### src/rtl/filter_arbiter.sv
`timescale 1ns/1ps
// filter_arbiter: round-robin sharing of one packet_filter between NUM_PORTS ingress byte streams.
// Define FILTER_ARB_STATS_EN to build the saturating allowed/blocked verdict counters.
module filter_arbiter #(
  parameter int NUM_PORTS = 4,
  parameter int PKT_LEN   = 40,
  parameter int TIMEOUT   = 64,
  parameter int PORT_W    = 2
) (
  input  logic                   clk,
  input  logic                   rst,
  input  logic [NUM_PORTS-1:0]   req,
  input  logic [8*NUM_PORTS-1:0] port_data,
  input  logic [NUM_PORTS-1:0]   port_valid,
  output logic [NUM_PORTS-1:0]   grant,
  output logic                   flt_rst,
  output logic [7:0]             flt_data,
  output logic                   flt_valid,
  input  logic                   flt_allowed,
  input  logic                   flt_done,
  output logic                   verdict_valid,
  output logic                   verdict_allowed,
  output logic [PORT_W-1:0]      verdict_port,
  output logic                   verdict_timeout,
  output logic                   busy,
  output logic [15:0]            allowed_count,
  output logic [15:0]            blocked_count
);

  localparam int unsigned NP    = NUM_PORTS;
  localparam int          CNT_W = $clog2(PKT_LEN + 1);
  localparam int          TMO_W = $clog2(TIMEOUT + 1);

  typedef enum logic [2:0] {IDLE, CLEAR, STREAM, WAIT, REPORT} state_t;

  state_t            state_q, state_d;
  logic [PORT_W-1:0] sel_q, last_q, pick, cand;
  logic              found;
  logic [CNT_W-1:0]  byte_cnt_q;
  logic [TMO_W-1:0]  tmo_cnt_q;
  logic              done_q, allowed_q;
  logic              flt_rst_q, flt_valid_q;
  logic [7:0]        flt_data_q;
  logic [7:0]        sel_data;
  logic              sel_valid;

  always_comb begin
    sel_data  = port_data[8*sel_q +: 8];
    sel_valid = port_valid[sel_q];
  end

  // Search upward from last+1 with wrap-around; first requester wins.
  always_comb begin
    pick  = last_q;
    found = 1'b0;
    cand  = '0;
    for (int unsigned i = 1; i <= NP; i++) begin
      cand = PORT_W'((32'(last_q) + i) % NP);
      if (!found && req[cand]) begin
        pick  = cand;
        found = 1'b1;
      end
    end
  end

  always_comb begin
    state_d = state_q;
    case (state_q)
      IDLE:    if (found) state_d = CLEAR;
      CLEAR:   state_d = STREAM;
      STREAM:  if (sel_valid && byte_cnt_q == CNT_W'(PKT_LEN - 1)) state_d = WAIT;
      WAIT: begin
        if (done_q)                              state_d = REPORT;
        else if (tmo_cnt_q == TMO_W'(TIMEOUT))   state_d = REPORT;
      end
      REPORT:  state_d = IDLE;
      default: state_d = IDLE;
    endcase
  end

  always_ff @(posedge clk) begin
    if (rst) begin
      state_q     <= IDLE;
      sel_q       <= '0;
      last_q      <= PORT_W'(NUM_PORTS - 1);
      byte_cnt_q  <= '0;
      tmo_cnt_q   <= '0;
      done_q      <= 1'b0;
      allowed_q   <= 1'b0;
      flt_rst_q   <= 1'b1;
      flt_valid_q <= 1'b0;
      flt_data_q  <= '0;
    end else begin
      state_q     <= state_d;
      flt_rst_q   <= (state_d == CLEAR);
      flt_valid_q <= 1'b0;
      flt_data_q  <= '0;
      case (state_q)
        IDLE: if (found) sel_q <= pick;
        CLEAR: begin
          byte_cnt_q <= '0;
          tmo_cnt_q  <= '0;
          done_q     <= 1'b0;
          allowed_q  <= 1'b0;
        end
        STREAM: begin
          flt_data_q  <= sel_data;
          flt_valid_q <= sel_valid;
          if (sel_valid) byte_cnt_q <= byte_cnt_q + 1'b1;
          if (!done_q && flt_done) begin
            done_q    <= 1'b1;
            allowed_q <= flt_allowed;
          end
        end
        WAIT: begin
          tmo_cnt_q <= tmo_cnt_q + 1'b1;
          // A done arriving on the timeout cycle is too late; the verdict stays fail-closed.
          if (state_d == WAIT && !done_q && flt_done) begin
            done_q    <= 1'b1;
            allowed_q <= flt_allowed;
          end
        end
        REPORT: last_q <= sel_q;
        default: ;
      endcase
    end
  end

  always_comb begin
    busy            = (state_q != IDLE);
    grant           = busy ? (NUM_PORTS'(1) << sel_q) : '0;
    flt_rst         = flt_rst_q;
    flt_data        = flt_data_q;
    flt_valid       = flt_valid_q;
    verdict_valid   = (state_q == REPORT);
    verdict_port    = verdict_valid ? sel_q : '0;
    verdict_allowed = verdict_valid & done_q & allowed_q;
    verdict_timeout = verdict_valid & ~done_q;
  end

`ifdef FILTER_ARB_STATS_EN
  logic [15:0] allowed_cnt_q, blocked_cnt_q;

  always_ff @(posedge clk) begin
    if (rst) begin
      allowed_cnt_q <= '0;
      blocked_cnt_q <= '0;
    end else if (verdict_valid) begin
      if (verdict_allowed) begin
        if (allowed_cnt_q != '1) allowed_cnt_q <= allowed_cnt_q + 1'b1;
      end else begin
        if (blocked_cnt_q != '1) blocked_cnt_q <= blocked_cnt_q + 1'b1;
      end
    end
  end

  always_comb begin
    allowed_count = allowed_cnt_q;
    blocked_count = blocked_cnt_q;
  end
`else
  always_comb begin
    allowed_count = '0;
    blocked_count = '0;
  end
`endif

endmodule
### config.mk
export PLATFORM = sky130hd
export DESIGN_NAME = filter_arbiter
export DESIGN_NICKNAME = d
export VERILOG_FILES = /design/src/rtl/filter_arbiter.sv
export SDC_FILE = /design/constraint.sdc
export NUM_CORES = 1
export LEC_CHECK = 0
export CORE_UTILIZATION = 45
export CTS_BUF_LIST = sky130_fd_sc_hd__clkbuf_8
export DETAILED_ROUTE_END_ITERATION = 6
export PLACE_DENSITY = 0.95
export SLEW_MARGIN = 40
export SYNTH_ARGS = -nofsm -noshare
export SYNTH_HDL_FRONTEND = slang
export SYNTH_SLANG_ARGS = --single-unit
export TNS_END_PERCENT = 30
### constraint.sdc
create_clock -name clk -period 3.13 [get_ports clk]
set_input_delay 0.626 -clock clk [delete_from_list [all_inputs] [get_ports clk]]
set_output_delay 0.626 -clock clk [all_outputs]
set_load 0.02 [all_outputs]
# Yosys cells after proc, flatten, opt, wreduce, memory -nomap -nowiden
# Index checks and enable logic that the tools add are counted.
totals:
  ff_bits: 32
  wordCells: 93
  inputBits: 44
  output_inout_bits: 52
classes:
  n_reduce_logical: 20
  bitwise_logic: 5
  n_lt_le_gt_ge: 5
  mux: 34
  shift: 2
  n_eq_ne: 11
  n_addsub: 6
ops:
  columns: ["op", "n"]
  rows:
  - ["32-bit by 6-bit indexed part select with 8-bit output", 1]
  - ["2-bit by 3-bit < comparator with 1-bit output (second input constant)", 5]
  - ["7-bit one-hot mux with 2 select lines", 1]
  - ["1-bit two-way mux", 13]
  - ["3-bit two-way mux", 4]
  - ["3-bit one-hot mux with 4 select lines", 1]
  - ["6-bit one-hot mux with 2 select lines", 1]
  - ["1-bit binary-select mux with 2-bit select", 5]
  - ["2-bit two-way mux", 5]
  - ["3-bit by 2-bit == test with 1-bit output (second input constant)", 3]
  - ["7-bit by 1-bit adder with 7-bit output (second input constant)", 1]
  - ["7-bit == test (second input constant)", 1]
  - ["1-bit logical AND", 7]
  - ["6-bit by 1-bit adder with 6-bit output (second input constant)", 1]
  - ["3-bit by 1-bit == test with 1-bit output (second input constant)", 2]
  - ["6-bit == test (second input constant)", 1]
  - ["6-bit two-way mux", 1]
  - ["2-bit inequality test (second input constant)", 3]
  - ["1-bit one-hot mux with 3 select lines", 2]
  - ["3-bit nonzero test", 2]
  - ["2-bit by 1-bit adder with 2-bit output (second input constant)", 2]
  - ["2-bit adder (second input constant)", 2]
  - ["1-bit zero test", 4]
  - ["4-bit two-way mux", 1]
  - ["9 further kinds", 14]

# Longest topological paths before layout
logic_depth:
  word_depth: 20
  mapped_depth: 6
  depth_no_buf: 6

# Worst setup path before layout
# No wires, ideal clock.
synth_timing:
  path_type: "register -> output"
  start: "reg state_q[0]"
  end: "out verdict_allowed"
  t_arrival_ps: 1322
  path_buffers: 1
  path_slack_ps: 1182
  path_stages_with_launch: 6
  path_cell_list: "dfxtp_1 clkbuf_1 nor2_1 nand2_1 inv_1 and3_1"
synth_via:
  elab_chain_len: 3
synth_lines:
  columns: ["element", "line", "text"]
  rows:
  - ["start: declaration", "36", "state_t state_q, state_d;"]
  - ["start signal: assignment", "94", "state_q <= state_d;"]
  - ["3-bit == test", "135", "verdict_valid = (state_q == REPORT);"]
  - ["named net verdict_valid", "21", "output logic verdict_valid,"]
  - ["1-bit AND (2 in series)", "137", "verdict_allowed = verdict_valid & done_q & allowed_q;"]
  - ["end: declaration", "22", "output logic verdict_allowed,"]
# The timed path passes the listed nets, and every way through them passes these cells.

# Worst setup path in the final report
layout_timing:
  start: "reg state_q[0]"
  end: "out grant[3]"
layout_via:
  elab_chain_len: 2
layout_lines:
  columns: ["element", "line", "text"]
  rows:
  - ["3-bit nonzero test", "130", "busy = (state_q != IDLE);"]
  - ["4-bit two-way mux", "131", "grant = busy ? (NUM_PORTS'(1) << sel_q) : '0;"]
  - ["end: declaration", "15", "output logic [NUM_PORTS-1:0] grant,"]
# No other way between the ends.

==> metrics <==
status finished, final reports clean; final worst slack 0.422 ns; CTS clk-pin slew, worst paths 0.06 ns; met2 Use GR 39.0%; share of cells above drive strength 1 5.32%; Worst IR Drop VDD 392 uV; busiest grt layer met2; unrepaired setup endpoints after global routing false; Crit. Startpoint state_q[0]$_SDFF_PP0_; # nets final 331; pin count of the biggest net entering global routing 19; DR pass1 iterations 4; Tcrit/Tclk final 86.5%; Clock Path Buffers 2; worst skew pair latency 0.28 ns; # DRC 0; Final Critical Period 2.71 ns; initial core utilization 47.6%; register area share after synthesis 32.9%; Lkg Pwr 0.000993 uW; Max Slew Vio Count 0; met3 usage 6.76%; WS Path Type flop to primary output; r2r worst-path depth 4; WP data arrival 2.08 ns; Hold Vio Cnt, Final 0; design area 2540 sq um; Max H-tree Level 2; cell count after synthesis 225; first-pass GRT wire length 7330 microns; routability cong. 0.866; CTS Root Cell clkbuf_8; clk sink count 32; Port Buffers 63; cts repair resizes 0; initial antenna violation count 0; Core ar. 4090 sq um; total CTS buffers 5; Comb power frac 42.3%; Iter 0 DRT Violations 101; Fillers 360; reg-to-reg startpoint sel_q[1]$_SDFFE_PP0P_; Sw Ratio 37.5%; Psw 521 uW; worst reg-to-reg setup slack 1.12 ns; I/O Pins 96; GR Util All Layers 21.4%; Place WS 0.749 ns; CP Capture Type primary output; vias 1762; Setup TNS Final 0 ns; CP Max Fanout 16; Yosys cell types 39; dpl hpwl 3500 microns; worst clock skew 0.00208 ns; flops & latches, synth 32; vias in the first global route 1638; Post-DRT Antenna Nets 0; number of setup buffers added after CTS 0; Rel. slew slack 50.5%; Remaining Overflow, GRT 0; Flop pwr share 37.6%; pwr/cell area 546 nW/um^2; Fmax 369 MHz; Layout Utilization 62.2%; reg-to-reg endpoint byte_cnt_q[5]$_SDFFE_PP0P_; CP Launch Type flop; CTS tree yes; Die Wd 67.8 microns; internal power 868 uW; final WL 4600 microns; Tightest Pin Transition 0.740 ns; post-synthesis cell area 1950 sq um; worst hold path type flop to flop; Clk pwr share 20.2%; synthesis-to-layout area growth 30.6%; Via density 5.31; Die Y 67.8 microns; routed len/inst 13.9 microns; Hold Buf Count CTS 0; Avg Cell Area, Syn 8.65 sq um; Final setup violation count 0; worst endpoint required time 2.50 ns; Rows 23; placed cell area 2470 sq um; synthesis warning total 0; Ant. Diodes 0; M1 GR Usage 22.3%; Max-cap violations 0; end of the critical path grant[3]; Die Area 4590 sq um
==> layout make-up <==
class	count	area, sq um	area share [%]
tap	50	62.6	2.46
timing repair buffer	64	638	25.1
multi-input combinational	174	1110	43.5
sequential	32	641	25.2
inverter	7	26.3	1.03
clock buffer	5	68.8	2.71
==> logic make-up (layout without fill, tap and decap cells) <==
family | after synthesis | after routing | share of synthesized area (%)
simple gates | 81 | 81 | 22.4
buf+inv | 50 | 76 | 16.3
compound gates | 47 | 47 | 14.3
flops | 32 | 32 | 32.9
mux | 10 | 10 | 11.6
fa+ha+maj | 3 | 3 | 1.93
other cells | 1 | 32 | 0.193
xor+xnor | 1 | 1 | 0.450
==> registers in the layout, indices dropped and copies added (netlist names) <==
register / cells
done_q: 1
sel_q: 2
flt_valid: 1
flt_rst: 1
last_q: 2
flt_data: 8
tmo_cnt_q: 7
byte_cnt_q: 6
allowed_q: 1
state_q: 3
==> routing by layer <==
layer / share of wire, % / vias up
li1: - / 856
met1: 38 / 811
met2: 52 / 84
met3: 9.0 / 11
met4: 1.8 / 0
met5: 0 / -
==> cell usage after synthesis (all sizes together) <==
master	instances	share of area [%]
buf	34	13
xor2	1	0.45
conb	1	0.19
a32o	1	0.51
or3b	1	0.45
clkbuf	9	1.7
nand2b	5	1.6
o22ai	1	0.32
nor3b	2	0.77
nand3	3	0.77
dfxtp	32	33
nand4b	2	0.90
nor3	6	1.5
inv	7	1.3
a311oi	1	0.45
o21ai	12	3.1
nand2	13	2.5
or3	3	0.96
a221oi	2	0.90
nor2b	6	1.9
nor4b	1	0.45
a21o	2	0.77
o31ai	1	0.39
or4	3	1.2
and3	13	4.2
o221ai	1	0.45
o21a	2	0.77
nor4	3	0.96
mux4	9	11
nor2	18	3.5
a211oi	2	0.77
a21oi	22	5.8
ha	3	1.9
mux2	1	0.58
nand3b	2	0.77
==> worst max-delay path: stages (launching register included) <==
cell and delay [ns]:
dfxtp_1 0.45, nor3_1 0.44, inv_1 0.17, and3_1 0.21
clkdlybuf4s50_1 0.53
==> metrics by stage <==
stage / hold slack (ns) / std cells / power [uW]
floorplan: 0.452 / 256 / 954
global placement: 0.464 / 327 / 1090
detailed placement: 0.480 / 327 / 1110
CTS: 0.488 / 332 / 1390
global route: 0.511 / 332 / 1480
finish: 0.493 / 332 / 1390
==> cell usage in the layout, fill, tap and decap left out, drive strengths merged, types with 2 or more instances in the layout <==
cell	synthesis	layout
a211oi	2	2
a21o	2	2
a21oi	22	22
a221oi	2	2
and3	13	13
clkbuf	9	5
clkdlybuf4s50	0	63
conb	1	32
dfxtp	32	32
ha	3	3
inv	7	7
mux4	9	9
nand2	13	13
nand2b	5	5
nand3	3	3
nand3b	2	2
nand4b	2	2
nor2	18	18
nor2b	6	6
nor3	6	6
nor3b	2	2
nor4	3	3
o21a	2	2
o21ai	12	12
or3	3	3
or4	3	3
==> power by group through the flow <==
stage / registers, uW / logic (uW) / clock network (uW)
final: 522 / 587 / 280
after global routing: 533 / 643 / 309
after floorplan: 510 / 444 / 0
after CTS: 520 / 587 / 287
after detailed placement: 529 / 585 / 0
after global placement: 525 / 569 / 0
==> how the worst min path moves through the flow <==
stage,start,end,slack [ns],cells past startpoint
after global routing,tmo_cnt_q[6]$_SDFFE_PP0P_,tmo_cnt_q[6]$_SDFFE_PP0P_,0.51,2
after detailed placement,tmo_cnt_q[6]$_SDFFE_PP0P_,tmo_cnt_q[6]$_SDFFE_PP0P_,0.48,2
after floorplan,byte_cnt_q[5]$_SDFFE_PP0P_,byte_cnt_q[5]$_SDFFE_PP0P_,0.45,2
after global placement,byte_cnt_q[5]$_SDFFE_PP0P_,byte_cnt_q[5]$_SDFFE_PP0P_,0.46,2
after CTS,byte_cnt_q[5]$_SDFFE_PP0P_,byte_cnt_q[5]$_SDFFE_PP0P_,0.49,2
final,byte_cnt_q[5]$_SDFFE_PP0P_,byte_cnt_q[5]$_SDFFE_PP0P_,0.49,2
No activity file was read; power rests on OpenSTA's default activity.
